[config.mk]
export PLATFORM = sky130hd
export DESIGN_NAME = chip8_ram_arbiter
export DESIGN_NICKNAME = d
export VERILOG_FILES = /design/src/rtl/chip8_ram_arbiter_pkg.sv /design/src/rtl/chip8_ram_arbiter_rd_tag_pipe.sv /design/src/rtl/chip8_ram_arbiter.sv
export SDC_FILE = /design/constraint.sdc
export NUM_CORES = 1
export LEC_CHECK = 0
export ABC_AREA = 1
export CORE_AREA = 2 2 73 75
export DETAILED_ROUTE_END_ITERATION = 8
export DIE_AREA = 0 0 75 77
export GPL_TIMING_DRIVEN = 1
export PLACE_DENSITY = 0.79
export SYNTH_ARGS = -nofsm -noshare
export SYNTH_HDL_FRONTEND = slang
export SYNTH_HIERARCHICAL = 1
export SYNTH_SLANG_ARGS = --single-unit
[constraint.sdc]
create_clock -name i_clk -period 2.7 [get_ports i_clk]
set_input_delay 0.405 -clock i_clk [delete_from_list [all_inputs] [get_ports i_clk]]
set_output_delay 0.405 -clock i_clk [all_outputs]
set_load 0.05 [all_outputs]
[src/rtl/chip8_ram_arbiter_pkg.sv]
// Shared definitions for the CHIP-8 RAM arbiter: owner ids, RAM geometry and
// the command word that travels from the winning requester to the RAM.
package chip8_ram_arbiter_pkg;

    localparam int ADDR_W = 12;
    localparam int DATA_W = 8;

    localparam logic [1:0] OWN_NONE = 2'd0;
    localparam logic [1:0] OWN_LD   = 2'd1;
    localparam logic [1:0] OWN_CPU  = 2'd2;
    localparam logic [1:0] OWN_BLT  = 2'd3;

    typedef struct packed {
        logic              wr;
        logic [ADDR_W-1:0] addr;
        logic [DATA_W-1:0] wdata;
    } mem_cmd_t;

    // Round-robin between CPU and blitter: the one that did not own last wins.
    function automatic logic [1:0] rr_pick(input logic [1:0] rr_last);
        return (rr_last == OWN_CPU) ? OWN_BLT : OWN_CPU;
    endfunction

endpackage

[src/rtl/chip8_ram_arbiter_rd_tag_pipe.sv]
// Owner-tag shift register that follows each accepted read through the RAM
// pipeline and turns the tag leaving the last stage into a per-requester rvalid.
module chip8_ram_arbiter_rd_tag_pipe
    import chip8_ram_arbiter_pkg::*;
#(
    parameter int DEPTH = 2
) (
    input  logic       i_clk,
    input  logic       i_res,
    input  logic [1:0] i_tag,
    output logic       o_ld_rvalid,
    output logic       o_cpu_rvalid,
    output logic       o_blt_rvalid
);

    logic [1:0] r_tags [DEPTH];

    always_ff @(posedge i_clk or posedge i_res) begin
        if (i_res) begin
            for (int i = 0; i < DEPTH; i++) r_tags[i] <= OWN_NONE;
        end else begin
            r_tags[0] <= i_tag;
            for (int i = 1; i < DEPTH; i++) r_tags[i] <= r_tags[i-1];
        end
    end

    assign o_ld_rvalid  = (r_tags[DEPTH-1] == OWN_LD);
    assign o_cpu_rvalid = (r_tags[DEPTH-1] == OWN_CPU);
    assign o_blt_rvalid = (r_tags[DEPTH-1] == OWN_BLT);

endmodule

[src/rtl/chip8_ram_arbiter.sv]
// Arbiter sharing the single-port 4 KiB CHIP-8 RAM between loader, CPU and
// blitter, with burst-limited ownership and pipelined read returns.
module chip8_ram_arbiter
    import chip8_ram_arbiter_pkg::*;
#(
    parameter int RAM_LAT   = 1,
    parameter int MAX_BURST = 8
) (
    input  logic              i_clk,
    input  logic              i_res,
    input  logic              i_ld_req,
    input  logic              i_ld_wr,
    input  logic [ADDR_W-1:0] i_ld_addr,
    input  logic [DATA_W-1:0] i_ld_wdata,
    output logic              o_ld_gnt,
    output logic              o_ld_rvalid,
    input  logic              i_cpu_req,
    input  logic              i_cpu_wr,
    input  logic [ADDR_W-1:0] i_cpu_addr,
    input  logic [DATA_W-1:0] i_cpu_wdata,
    output logic              o_cpu_gnt,
    output logic              o_cpu_rvalid,
    input  logic              i_blt_req,
    input  logic [ADDR_W-1:0] i_blt_addr,
    output logic              o_blt_gnt,
    output logic              o_blt_rvalid,
    output logic [DATA_W-1:0] o_rdata,
    output logic              o_ram_en,
    output logic              o_ram_wr,
    output logic [ADDR_W-1:0] o_ram_addr,
    output logic [DATA_W-1:0] o_ram_in,
    input  logic [DATA_W-1:0] i_ram_out,
    output logic [1:0]        o_dbg_state,
    output logic [3:0]        o_dbg_burst
);

    localparam logic [1:0] S_IDLE    = OWN_NONE;
    localparam logic [1:0] S_OWN_LD  = OWN_LD;
    localparam logic [1:0] S_OWN_CPU = OWN_CPU;
    localparam logic [1:0] S_OWN_BLT = OWN_BLT;
    localparam logic [3:0] BURST_LIM = 4'(MAX_BURST);

    // Handshake: a transfer happens in the cycle where req && gnt; gnt is
    // combinational, one-hot at most, and the requester must hold wr/addr/wdata
    // stable while req is high and gnt is low.
    logic [1:0]        r_state;
    logic [1:0]        r_rr_last;
    logic [3:0]        r_burst_cnt;
    logic              r_ram_en;
    logic              r_ram_wr;
    logic [ADDR_W-1:0] r_ram_addr;
    logic [DATA_W-1:0] r_ram_in;

    logic [3:0]        w_req;
    logic              w_owner_req;
    logic              w_others;
    logic              w_expire;
    logic [1:0]        w_excl;
    logic [3:0]        w_cand;
    logic [1:0]        w_win;
    logic              w_comp;
    logic [3:0]        w_burst_nxt;
    mem_cmd_t          w_cmd;
    logic [1:0]        w_tag;

    // Bit index equals owner id; bit 0 (NONE) never requests.
    assign w_req = {i_blt_req, i_cpu_req, i_ld_req, 1'b0};

    always_comb begin
        w_owner_req = (r_state != S_IDLE) && w_req[r_state];
        w_others    = |(w_req & ~(4'b0001 << r_state));
        w_expire    = w_owner_req && w_others && (r_burst_cnt >= BURST_LIM);
        w_excl      = w_expire ? r_state : S_IDLE;
        w_cand      = w_req & ~(4'b0001 << w_excl);
        w_win       = S_IDLE;
        if (i_res) begin
            w_win = S_IDLE;
        end else if (w_owner_req && !w_expire) begin
            w_win = r_state;
        end else if (w_cand[OWN_LD]) begin
            w_win = S_OWN_LD;
        end else if (w_cand[OWN_CPU] && w_cand[OWN_BLT]) begin
            w_win = rr_pick(r_rr_last);
        end else if (w_cand[OWN_CPU]) begin
            w_win = S_OWN_CPU;
        end else if (w_cand[OWN_BLT]) begin
            w_win = S_OWN_BLT;
        end
        // The accept that hands over ownership already counts toward the new burst.
        w_comp = |(w_req & ~(4'b0001 << w_win));
        if (w_win == S_IDLE || !w_comp) begin
            w_burst_nxt = 4'd0;
        end else if (w_win != r_state) begin
            w_burst_nxt = 4'd1;
        end else begin
            w_burst_nxt = r_burst_cnt + 4'd1;
        end
    end

    always_comb begin
        w_cmd = '0;
        case (w_win)
            S_OWN_LD:  w_cmd = '{wr: i_ld_wr,  addr: i_ld_addr,  wdata: i_ld_wdata};
            S_OWN_CPU: w_cmd = '{wr: i_cpu_wr, addr: i_cpu_addr, wdata: i_cpu_wdata};
            S_OWN_BLT: w_cmd = '{wr: 1'b0,     addr: i_blt_addr, wdata: '0};
            default:   w_cmd = '0;
        endcase
    end

    assign w_tag = (w_win != S_IDLE && !w_cmd.wr) ? w_win : OWN_NONE;

    always_ff @(posedge i_clk or posedge i_res) begin
        if (i_res) begin
            r_state     <= S_IDLE;
            r_burst_cnt <= 4'd0;
            r_rr_last   <= OWN_CPU;
            r_ram_en    <= 1'b0;
            r_ram_wr    <= 1'b0;
            r_ram_addr  <= '0;
            r_ram_in    <= '0;
        end else begin
            r_state     <= w_win;
            r_burst_cnt <= w_burst_nxt;
            if (w_win == S_OWN_CPU || w_win == S_OWN_BLT) r_rr_last <= w_win;
            r_ram_en <= (w_win != S_IDLE);
            r_ram_wr <= (w_win != S_IDLE) && w_cmd.wr;
            if (w_win != S_IDLE) begin
                r_ram_addr <= w_cmd.addr;
                r_ram_in   <= w_cmd.wdata;
            end
        end
    end

    chip8_ram_arbiter_rd_tag_pipe #(
        .DEPTH (1 + RAM_LAT)
    ) u_tag_pipe (
        .i_clk        (i_clk),
        .i_res        (i_res),
        .i_tag        (w_tag),
        .o_ld_rvalid  (o_ld_rvalid),
        .o_cpu_rvalid (o_cpu_rvalid),
        .o_blt_rvalid (o_blt_rvalid)
    );

    assign o_ld_gnt    = (w_win == S_OWN_LD);
    assign o_cpu_gnt   = (w_win == S_OWN_CPU);
    assign o_blt_gnt   = (w_win == S_OWN_BLT);
    assign o_rdata     = i_ram_out;
    assign o_ram_en    = r_ram_en;
    assign o_ram_wr    = r_ram_wr;
    assign o_ram_addr  = r_ram_addr;
    assign o_ram_in    = r_ram_in;
    assign o_dbg_state = r_state;
    assign o_dbg_burst = r_burst_cnt;

endmodule

==> metrics <==
status finished clean; H-Tree Depth 2; Setup Fix Bufs, Post-CTS 0; Yosys warnings 6; Setup crit end kind primary output; maximum VDD drop 495.7 uV; Area Growth Syn to Fin 56.25%; Critical Path RT 2300 ps; pin count of the biggest net entering global routing 21; CTS tree done; Slew @ Worst Pin 524.6 ps; sequential fraction of the synthesis area 46.48%; Max-Cap Viols 0; first-pass GRT wire length 7962 um; sequential power share 28.3%; Slowest Stage Delay on Critical Path 540 ps; worst-skew pair later-pin latency 280 ps; overall power 2.849 mW; area of the multi-input gates 767.0 um2; final WL 4844 um; Worst path most repeated cell nand2_1; final worst path period need 2516 ps; final instance area 2864 um2; vias in the first global route 1777; Chip Height 77 um; Final Hold Violating Endpoints 0; drt pass-1 iters 5; Tcrit/Tclk final 93.20%; RSZ-0062 raised after global routing false; DR DRC count 0; Comb power frac 58.1%; Clock Tree Root clkbuf_8; # setup viols final 0; Initial Util 36.83%; Ports 109; row count 26; FMAX 397.4 MHz; clock power share 13.6%; share of cells above drive strength 1 11.73%; crit-path cells clkdlybuf4s50_1 > nand3_1 > nand3_1 > nand3_2 > nand2_1 > nand2_1 > inv_1 > nand2_1 > nand2_1 > nand2_4 > nand2_4 > nand2_2 > inv_2 > buf_12; Initial DRC Count 79; startpoint type of the worst setup path primary input; DR vias/cell 4.538; clock sink count 34; dpl hpwl 3798 um; most common library cell in the layout ignoring fill and taps nand2_1; clk buf depth 2; Sw Ratio 48.72%; CTS buffer count 5; Setup WS pre-CTS 198.4 ps; power density over cell area 994.9 nW/um2; worst hold path type primary input to async pin; worst-path fanout max 6; GPL Wtd Cong 0.8154; Syn Nets 303; remaining antenna violation count 0; Netlist Area Pre-Place 1833 um2; Lkg Pwr 1.337 nW; GRT Total Usage 17.94%; Switch Pwr 1.388 mW; Die X 75 um; Post-Syn Instances 234; DP Area 2769 um2; IO buf count 92; fin. max-slew vios 0; Int Power 1.461 mW; worst clock skew 8.779 ps; Yosys reg bits 34; Worst-path clk slew 70 ps; Post-Route Utilization 57.54%; Avg WL per Cell 12.29 um; vias 1788; register area 852.1 um2; area share of the largest cell type after synthesis 45.05%; Syn Area/Cell 7.833 um2; Setup CP Type primary input to primary output; fin nets 392; Largest delay share family, worst path simple AND/OR/NAND/NOR gates; CP max-delay cell clkdlybuf4s50_1; top post-synthesis cells by area dfrtp_1 45%, nand2_1 21%, buf_4 4.5%, nand3_1 4.4%, nand4_1 4.1%; CTS Hold Buffers Added 0; final setup margin 183.6 ps; Worst Path Buf+Inv 4; area leader, netlist dfrtp_1; Worst slew margin 64.92%; grt total ovfl 0; core area 4977 um2; setup TNS 0 ps; Resized cells post-CTS 0; ant diodes 0; FILL cells 476; most frequent cells in the layout 101 x nand2_1, 89 x clkdlybuf4s50_1, 33 x dfrtp_1, 16 x inv_1, 16 x nand3_1; die footprint 5775 um2; synth unique cells 20; initial antenna violation count 0; Arrival @ worst endpoint 2110 ps
-- cell type report --
type / count / area share (%)
multi-input cells: 162 / 26.78
repair buffers: 97 / 34.08
clock inverters: 2 / 0.4369
flip-flops and latches: 34 / 29.75
clock buffers: 6 / 2.883
inverters: 23 / 3.014
well taps: 70 / 3.058
-- cells by family after synthesis --
family                   count (synthesis)  share of synthesized area, %
flip-flops                              34                         46.48
buffers and inverters                   38                         11.67
adder cells (fa/ha/maj)                  2                         1.365
XOR/XNOR                                 2                        0.9558
AO/OA/AOI/OAI                            9                         3.003
AND/OR/NAND/NOR                        149                         36.52
-- synth_stat cells --
cell type,n
buf_6,4
o21ai_0,4
inv_1,16
inv_2,7
nand4_1,12
dfrtp_1,33
nand3_1,16
nand2_4,3
a21oi_1,1
xor2_1,2
a21oi_2,2
nand3_2,4
ha_1,2
dfstp_2,1
o22ai_1,2
nand2_2,4
or2_2,1
buf_4,11
nor2_1,8
nand2_1,101
-- path summary, 6_finish.rpt --
kind                                       from              endpoint  slack (ps)  depth (start not counted)
hold / removal                            i_res  u_tag_pipe/r_tags[1]         330                          2
setup / recovery                       i_ld_req              o_ld_gnt         180                         14
max in group asynchronous                 i_res          r_rr_last[1]        1910                          3
setup reg to reg                 o_dbg_state[0]         o_ram_addr[8]         570                         16
hold reg to reg            u_tag_pipe/r_tags[2]  u_tag_pipe/r_tags[0]         350                          0
min in group i_clk         u_tag_pipe/r_tags[2]  u_tag_pipe/r_tags[0]         350                          0
-- layer usage --
layer  global-route usage (%)  vias to the layer above  share of wire (%)
met4                    6.071                        0                1.5
met5                        0                        -                  0
met2                    30.70                       62                 53
met3                    6.439                        8                7.1
met1                    20.13                      819                 38
li1                         -                      899                  -
-- metrics by stage --
| step | cells | hold slack, ps |
|---|---|---|
| finish | 394 | 331.4 |
| global route | 394 | 363.7 |
| CTS | 394 | 334.0 |
| detailed placement | 386 | 336.4 |
| global placement | 386 | 331.8 |
| floorplan | 234 | 171.1 |
-- power groups by stage --
stage                     Combinational [mW]  Sequential [mW]  Clock [mW]
after floorplan                        0.538             1.40           0
after global placement                  1.65            0.802           0
after detailed placement                1.67            0.814           0
after CTS                               1.67            0.808       0.405
after global routing                    1.76            0.830       0.430
final                                   1.66            0.806       0.388
-- flip-flops by register name, summed over array words and instances (netlist names) --
signal	count
o_dbg_burst	4
o_dbg_state	2
o_ram_addr	12
o_ram_en	1
o_ram_in	8
o_ram_wr	1
r_rr_last	2
u_tag_pipe/r_tags	4
Power figures use the tool's default switching activity.
